## src/rtl/imem_loader.sv

```systemverilog
// Boot-time loader: framed byte stream -> 32-bit words written into instruction memory.
// Define LOADER_CHECKSUM_EN to require a trailing 32-bit sum of the payload words.
module imem_loader #(
    parameter int ADDR_W    = 8,
    parameter int BASE_ADDR = 0,
    parameter int MAX_WORDS = 2 ** ADDR_W
) (
    input  logic              CLK,
    input  logic              RST_N,
    input  logic              start,
    input  logic              in_valid,
    input  logic [7:0]        in_data,
    output logic              in_ready,
    output logic              mem_we,
    output logic [ADDR_W-1:0] mem_addr,
    output logic [31:0]       mem_wdata,
    output logic              busy,
    output logic              done,
    output logic              error,
    output logic [ADDR_W:0]   word_count,
    output logic [2:0]        dbg_state
);

    // Handshake: a byte moves on a rising edge where in_valid & in_ready are both 1;
    // in_ready never depends on in_valid, and in_data is only sampled on that edge.
    typedef enum logic [2:0] {
        S_IDLE  = 3'd0,
        S_HDR   = 3'd1,
        S_LOAD  = 3'd2,
`ifdef LOADER_CHECKSUM_EN
        S_CHK   = 3'd3,
`endif
        S_DONE  = 3'd4,
        S_ERROR = 3'd5
    } state_t;

    localparam logic [ADDR_W-1:0] BASE_A = ADDR_W'(BASE_ADDR);
    localparam logic [31:0]       MAX_L  = 32'(MAX_WORDS);

    state_t              state_q, state_d;
    logic [23:0]         shift_q, shift_d;
    logic [1:0]          byte_cnt_q, byte_cnt_d;
    logic [ADDR_W:0]     index_q, index_d;
    logic [31:0]         len_q, len_d;
    logic                in_ready_q, in_ready_d;
    logic                busy_q, busy_d;
    logic                done_q, done_d;
    logic                error_q, error_d;
    logic                mem_we_q, mem_we_d;
    logic [ADDR_W-1:0]   mem_addr_q, mem_addr_d;
    logic [31:0]         mem_wdata_q, mem_wdata_d;
    logic [ADDR_W:0]     word_count_q, word_count_d;
`ifdef LOADER_CHECKSUM_EN
    logic [31:0]         sum_q, sum_d;
`endif

    logic        accept;
    logic        word_end;
    logic        last_word;
    logic [31:0] word;

    always_comb begin
        accept    = in_valid & in_ready_q;
        word      = {shift_q, in_data};
        word_end  = (byte_cnt_q == 2'd3);
        last_word = ((32'(index_q) + 32'd1) == len_q);

        state_d      = state_q;
        shift_d      = shift_q;
        byte_cnt_d   = byte_cnt_q;
        index_d      = index_q;
        len_d        = len_q;
        done_d       = done_q;
        error_d      = error_q;
        mem_we_d     = 1'b0;
        mem_addr_d   = mem_addr_q;
        mem_wdata_d  = mem_wdata_q;
        // A write issued last cycle is counted one edge after its final byte.
        word_count_d = word_count_q + {{ADDR_W{1'b0}}, mem_we_q};
`ifdef LOADER_CHECKSUM_EN
        sum_d        = sum_q;
`endif

        if (accept) begin
            shift_d    = word[23:0];
            byte_cnt_d = byte_cnt_q + 2'd1;
        end

        case (state_q)
            S_IDLE, S_DONE, S_ERROR: begin
                if (start) begin
                    state_d      = S_HDR;
                    done_d       = 1'b0;
                    error_d      = 1'b0;
                    word_count_d = '0;
                    byte_cnt_d   = 2'd0;
                    index_d      = '0;
                    len_d        = '0;
`ifdef LOADER_CHECKSUM_EN
                    sum_d        = '0;
`endif
                end
            end
            S_HDR: begin
                if (accept && word_end) begin
                    len_d = word;
                    if (word == 32'd0) begin
`ifdef LOADER_CHECKSUM_EN
                        state_d = S_CHK;
`else
                        state_d = S_DONE;
                        done_d  = 1'b1;
`endif
                    end else if (word > MAX_L) begin
                        state_d = S_ERROR;
                        error_d = 1'b1;
                    end else begin
                        state_d = S_LOAD;
                    end
                end
            end
            S_LOAD: begin
                if (accept && word_end) begin
                    mem_we_d    = 1'b1;
                    mem_addr_d  = BASE_A + index_q[ADDR_W-1:0];
                    mem_wdata_d = word;
                    index_d     = index_q + {{ADDR_W{1'b0}}, 1'b1};
`ifdef LOADER_CHECKSUM_EN
                    sum_d       = sum_q + word;
                    if (last_word) begin
                        state_d = S_CHK;
                    end
`else
                    if (last_word) begin
                        state_d = S_DONE;
                        done_d  = 1'b1;
                    end
`endif
                end
            end
`ifdef LOADER_CHECKSUM_EN
            S_CHK: begin
                if (accept && word_end) begin
                    if (word == sum_q) begin
                        state_d = S_DONE;
                        done_d  = 1'b1;
                    end else begin
                        state_d = S_ERROR;
                        error_d = 1'b1;
                    end
                end
            end
`endif
            default: begin
                state_d = S_IDLE;
            end
        endcase

        // Ready/busy are registered from the next state so they move on the same edge.
`ifdef LOADER_CHECKSUM_EN
        in_ready_d = (state_d == S_HDR) || (state_d == S_LOAD) || (state_d == S_CHK);
`else
        in_ready_d = (state_d == S_HDR) || (state_d == S_LOAD);
`endif
        busy_d = in_ready_d;
    end

    always_ff @(posedge CLK or negedge RST_N) begin
        if (!RST_N) begin
            state_q      <= S_IDLE;
            shift_q      <= '0;
            byte_cnt_q   <= '0;
            index_q      <= '0;
            len_q        <= '0;
            in_ready_q   <= 1'b0;
            busy_q       <= 1'b0;
            done_q       <= 1'b0;
            error_q      <= 1'b0;
            mem_we_q     <= 1'b0;
            mem_addr_q   <= '0;
            mem_wdata_q  <= '0;
            word_count_q <= '0;
`ifdef LOADER_CHECKSUM_EN
            sum_q        <= '0;
`endif
        end else begin
            state_q      <= state_d;
            shift_q      <= shift_d;
            byte_cnt_q   <= byte_cnt_d;
            index_q      <= index_d;
            len_q        <= len_d;
            in_ready_q   <= in_ready_d;
            busy_q       <= busy_d;
            done_q       <= done_d;
            error_q      <= error_d;
            mem_we_q     <= mem_we_d;
            mem_addr_q   <= mem_addr_d;
            mem_wdata_q  <= mem_wdata_d;
            word_count_q <= word_count_d;
`ifdef LOADER_CHECKSUM_EN
            sum_q        <= sum_d;
`endif
        end
    end

    assign in_ready   = in_ready_q;
    assign busy       = busy_q;
    assign done       = done_q;
    assign error      = error_q;
    assign mem_we     = mem_we_q;
    assign mem_addr   = mem_addr_q;
    assign mem_wdata  = mem_wdata_q;
    assign word_count = word_count_q;
    assign dbg_state  = state_q;

endmodule
```

## config.mk

```make
export PLATFORM = sky130hd
export DESIGN_NAME = imem_loader
export DESIGN_NICKNAME = d
export VERILOG_FILES = /design/src/rtl/imem_loader.sv
export SDC_FILE = /design/constraint.sdc
export NUM_CORES = 1
export LEC_CHECK = 0
export CAP_MARGIN = 5
export CORE_MARGIN = 1
export CORE_UTILIZATION = 57
export CTS_BUF_LIST = sky130_fd_sc_hd__clkbuf_4 sky130_fd_sc_hd__clkbuf_8
export CTS_CLUSTER_SIZE = 40
export DETAILED_ROUTE_END_ITERATION = 7
export GPL_ROUTABILITY_DRIVEN = 1
export PLACE_DENSITY = 0.9
export SLEW_MARGIN = 30
export SYNTH_ARGS = -nofsm -noshare
export SYNTH_HDL_FRONTEND = slang
export SYNTH_SLANG_ARGS = --single-unit
```

## constraint.sdc

```tcl
create_clock -name CLK -period 2.7 [get_ports CLK]
set_input_delay 0.81 -clock CLK [delete_from_list [all_inputs] [get_ports CLK]]
set_output_delay 0.81 -clock CLK [all_outputs]
set_load 0.05 [all_outputs]
```

# After elaboration in Yosys (flattened, before gate mapping)
# Index checks and enable logic that the tools add are counted.
# classes
n_mul	0
div_mod_pow	0
bitwise_logic	1
n_mux	30
order_cmp	1
eq_ne	15
add_sub_neg	4
n_reduce_logical	13
n_shift	0
# ops
op	count
$mux W32	2
$pmux W32 S2	1
$mux W9	4
$eq A10 B32 Y1	1
$gt A32 B9 Y1 const B	1
$logic_not A32 Y1	1
$mux W3	6
$pmux W9 S2	1
$ne A2 B2 Y1 const B	7
$add A9 B1 Y10 const B	1
$mux W1	10
$add A9 B1 Y9	1
$add A9 B1 Y9 const B	1
$pmux W3 S3	1
$eq A3 B1 Y1 const B	2
$eq A3 B2 Y1 const B	2
$eq A3 B3 Y1 const B	2
$mux W2	3
$reduce_and A3 Y1	2
$reduce_and A6 Y1	1
$reduce_and A5 Y1	1
$reduce_bool A2 Y1	2
$logic_not A3 Y1	1
$pmux W1 S3	1
other kinds (9)	9
# totals
latchBits	0
mem_bits_ro	0
ramBits	0
register_bits	123
output_inout_bits	57
n_memories	0

# Logic depth before layout (Yosys ltp)
# depth
depth_word	7
depth_mapped	9
depth_no_buf	7

# Worst setup path before layout
# Ideal clock, no wire load.
# synth_path
path_type	input to register
from	in in_data[0]
to	reg busy_q (netlist: busy)
arrival_time_ns	2.092
t_required_ns	2.580
stages	6
slack_ns	0.488
n_path_buf	0
setup_ns	0.120
path_cell_list	nor4_1 -> nand2_1 -> a211o_1 -> o31a_2 -> or2b_1 -> o211a_1
# synth_between
elab_chain_len	7
# synth_rtl
item	line_no	text
from (decl)	12	input logic [7:0] in_data,
$gt A32 B9 Y1	114	end else if (word > MAX_L) begin
$mux W3	114	
$mux W3 *	107	if (word == 32'd0) begin
$mux W3 *	105	if (accept && word_end) begin
$pmux W3 S3 *	89	case (state_q)
via state_d[0]	40	state_t state_q, state_d;
$eq A3 B1 Y1 or $eq A3 B2 Y1 (tied branches)	163	in_ready_d = (state_d == S_HDR) || (state_d == S_LOAD);
$logic_or A1 B1 Y1 *	163	
via busy_d	46	logic busy_q, busy_d;
to (signal assigned)	193	busy_q <= busy_d;
to (decl)	46	
# Mark *: on every way through the listed nets, which the timed path passes. The rest lies on a longest branch.
# A chain may end at the register's enable or synchronous reset.

==> reports/qor.txt <==
status = finished, final reports clean
Top FF cell, synth = dfrtp_1
CP max stage cell = clkdlybuf4s50_1
full die area = 0.0100 mm2
total power = 6.55 mW
critical-path cell list = clkdlybuf4s50_1
Critical path buffers and inverters = 1
Final Cycle Share = 0.944
Clock Latency Late Sink = 0.44 ns
antenna-violating nets left = 0
DRT Pass-1 Iters = 5
fin. max-slew vios = 0
Worst setup EP type = output port
first-pass GRT wire length = 21.9 mm
starting density of the core = 0.593
Comb pwr share = 0.294
Setup Buffers After CTS = 0
clock root cell = clkbuf_8
Post-synth ARST share = 1.00
Die X = 100 um
synthesized area = 0.00550 mm2
GPL Wtd Cong = 0.893
most common cell after layout, fill and taps aside = nand2_1
# port buffers = 68
Synth-to-Final Area Change = 24.3%
Critical Path AT = 1.74 ns
hold violation count in the final report = 0
antenna cells = 0
DRC violation total after the first TritonRoute iteration = 384
sequential area share after synthesis = 0.559
HPWL after DPL = 8.92 mm
clk sinks = 123
CP startpoint kind = flip-flop
Post-Syn Instances = 573
worst min-delay path category = in2async
Power Dens Cells = 958 mW/mm2
Clock Skew = 0.0151 ns
initial antenna violation count = 0
endpoints failing setup = 0
placed cells = 766
number of CTS-inserted buffers = 17
Routed Wire Length = 13.4 mm
share of cells above drive strength 1 = 0.149
Fmax = 392 MHz
H-Tree Depth = 4
DR WL/cell = 16.8 um
switching pwr = 2.47 mW
routed vias = 4535
RSZ-0062 raised after global routing = no
Clock power frac = 0.262
# rows = 35
Die Y = 100 um
critical path's top delay family = buffers and inverters
commonest cells after routing, fill and taps aside = 196 x nand2_1, 123 x dfrtp_1, 66 x clkdlybuf4s50_1
vias in the first global route = 4459
Mapped Nets = 589
Hold Slack = 0.376 ns
largest net degree at the start of global routing = 48
Ports = 69
Leak Pwr = 3.30 nW
synthesized area per cell = 9.60 um2
EDFF count, synth = 0
Final Net Count = 672
Worst-path clk slew = 0.07 ns
post-synthesis cell type count = 53
gr ovfl total = 0
Slew @ Worst Pin = 0.584 ns
gr usage total = 0.286
max_cap viols = 0
Crit Path Max Fanout = 5
Max Buffers Root-to-Sink = 2
peak supply drop = 547 uV
P_int = 4.08 mW
fin cells = 798
TritonCTS clock tree = built
TNS Setup = 0 ns
switching share of power = 0.377
synthesized flop and latch total = 123
Ys Warns = 0
Final min period = 2.55 ns
critical path class = reg2out
share of power burned in registers = 0.444
Worst path max stage delay = 0.85 ns
relative slew slack = 0.611
Core Area = 0.00928 mm2
CP Data Required Time = 1.89 ns
Fill cells = 631
routed vias/inst = 5.68
DRC = 0
-- flip-flops by register name (all words and copies together) (netlist names), 2 cells and up --
name        count
index_q         9
mem_addr        8
word_count      9
dbg_state       3
mem_wdata      32
len_q          32
shift_q        24
byte_cnt_q      2
-- cell usage after synthesis (all sizes together), types with 3 or more instances --
| library cell | n | area share |
|---|---|---|
| nand2 | 196 | 0.13 |
| dfrtp | 123 | 0.56 |
| o21ai | 46 | 0.042 |
| nor2 | 27 | 0.018 |
| mux2 | 24 | 0.049 |
| nor4 | 17 | 0.019 |
| clkbuf | 16 | 0.011 |
| buf | 15 | 0.020 |
| nand3 | 11 | 0.011 |
| xnor2 | 11 | 0.018 |
| a21oi | 10 | 0.0091 |
| xor2 | 9 | 0.014 |
| and3 | 8 | 0.0093 |
| nand4 | 8 | 0.010 |
| inv | 6 | 0.0041 |
| ha | 4 | 0.0091 |
| nor3 | 4 | 0.0036 |
| a31oi | 3 | 0.0034 |
| and2 | 3 | 0.0034 |
| and4 | 3 | 0.0052 |
-- cell type report --
| cell class | count | area [um2] | area share |
|---|---|---|---|
| tap | 129 | 161 | 0.0236 |
| sequential | 123 | 3080 | 0.450 |
| clock buffer | 19 | 255 | 0.0373 |
| timing repair buffer | 95 | 916 | 0.134 |
| clock inverter | 13 | 165 | 0.0241 |
| inverter | 6 | 22.5 | 0.00329 |
| multi-input combinational | 413 | 2240 | 0.328 |
-- metrics by stage --
stage | area (um2) | worst slack [ns] | util
finish | 6840 | 0.152 | 0.737
global route | 6840 | 0.117 | 0.737
CTS | 6840 | 0.0292 | 0.736
detailed placement | 6420 | -0.172 | 0.691
global placement | 6390 | -0.139 | 0.688
floorplan | 5500 | 0.488 | -
-- power groups by stage --
stage	clock network [mW]	registers, mW	logic, mW
after global placement	0	2.87	1.74
after detailed placement	0	2.91	1.88
after global routing	1.81	2.96	2.10
after floorplan	0	2.97	1.10
final	1.72	2.91	1.93
after CTS	1.72	2.88	1.92
-- final timing paths --
kind,from,slack (ns),endpoint,cells after the start
setup / recovery,busy$_DFF_PN0_,0.15,in_ready,1
hold / removal,RST_N,0.38,word_count[8]$_DFF_PN0_,1
setup reg to reg,index_q[1]$_DFFE_PN0P_,0.40,dbg_state[1]$_DFF_PN0_,7
hold reg to reg,mem_wdata[28]$_DFFE_PN0P_,0.48,mem_wdata[28]$_DFFE_PN0P_,2
max in group asynchronous,RST_N,1.65,len_q[21]$_DFFE_PN0P_,2
min in group CLK,mem_wdata[28]$_DFFE_PN0P_,0.48,mem_wdata[28]$_DFFE_PN0P_,2
-- kinds of logic (layout without fill, tap and decap cells) --
kind of cell	count (synthesis)	after routing	synth area share
multiplexers	24	24	0.0491
AND/OR/NAND/NOR	293	293	0.237
adder cells (fa/ha/maj)	4	4	0.00910
XOR/XNOR	20	20	0.0318
flip-flops	123	123	0.559
AO/OA/AOI/OAI	72	72	0.0780
buffers and inverters	37	133	0.0355
-- per-layer routing --
layer,GRT usage,vias up,routed length [um]
li1,-,2096,-
met1,0.375,2207,5780
met2,0.455,193,6330
met3,0.0731,39,860
met4,0.123,0,412
met5,0,-,0
-- repair_timing --
item / CTS / global route
resized for setup: 0 / 1
hold buffers: 0 / 0
endpoints found under the hold margin: 0 / 0
endpoints found under the setup margin: 0 / 1
Power figures use the tool's default switching activity.
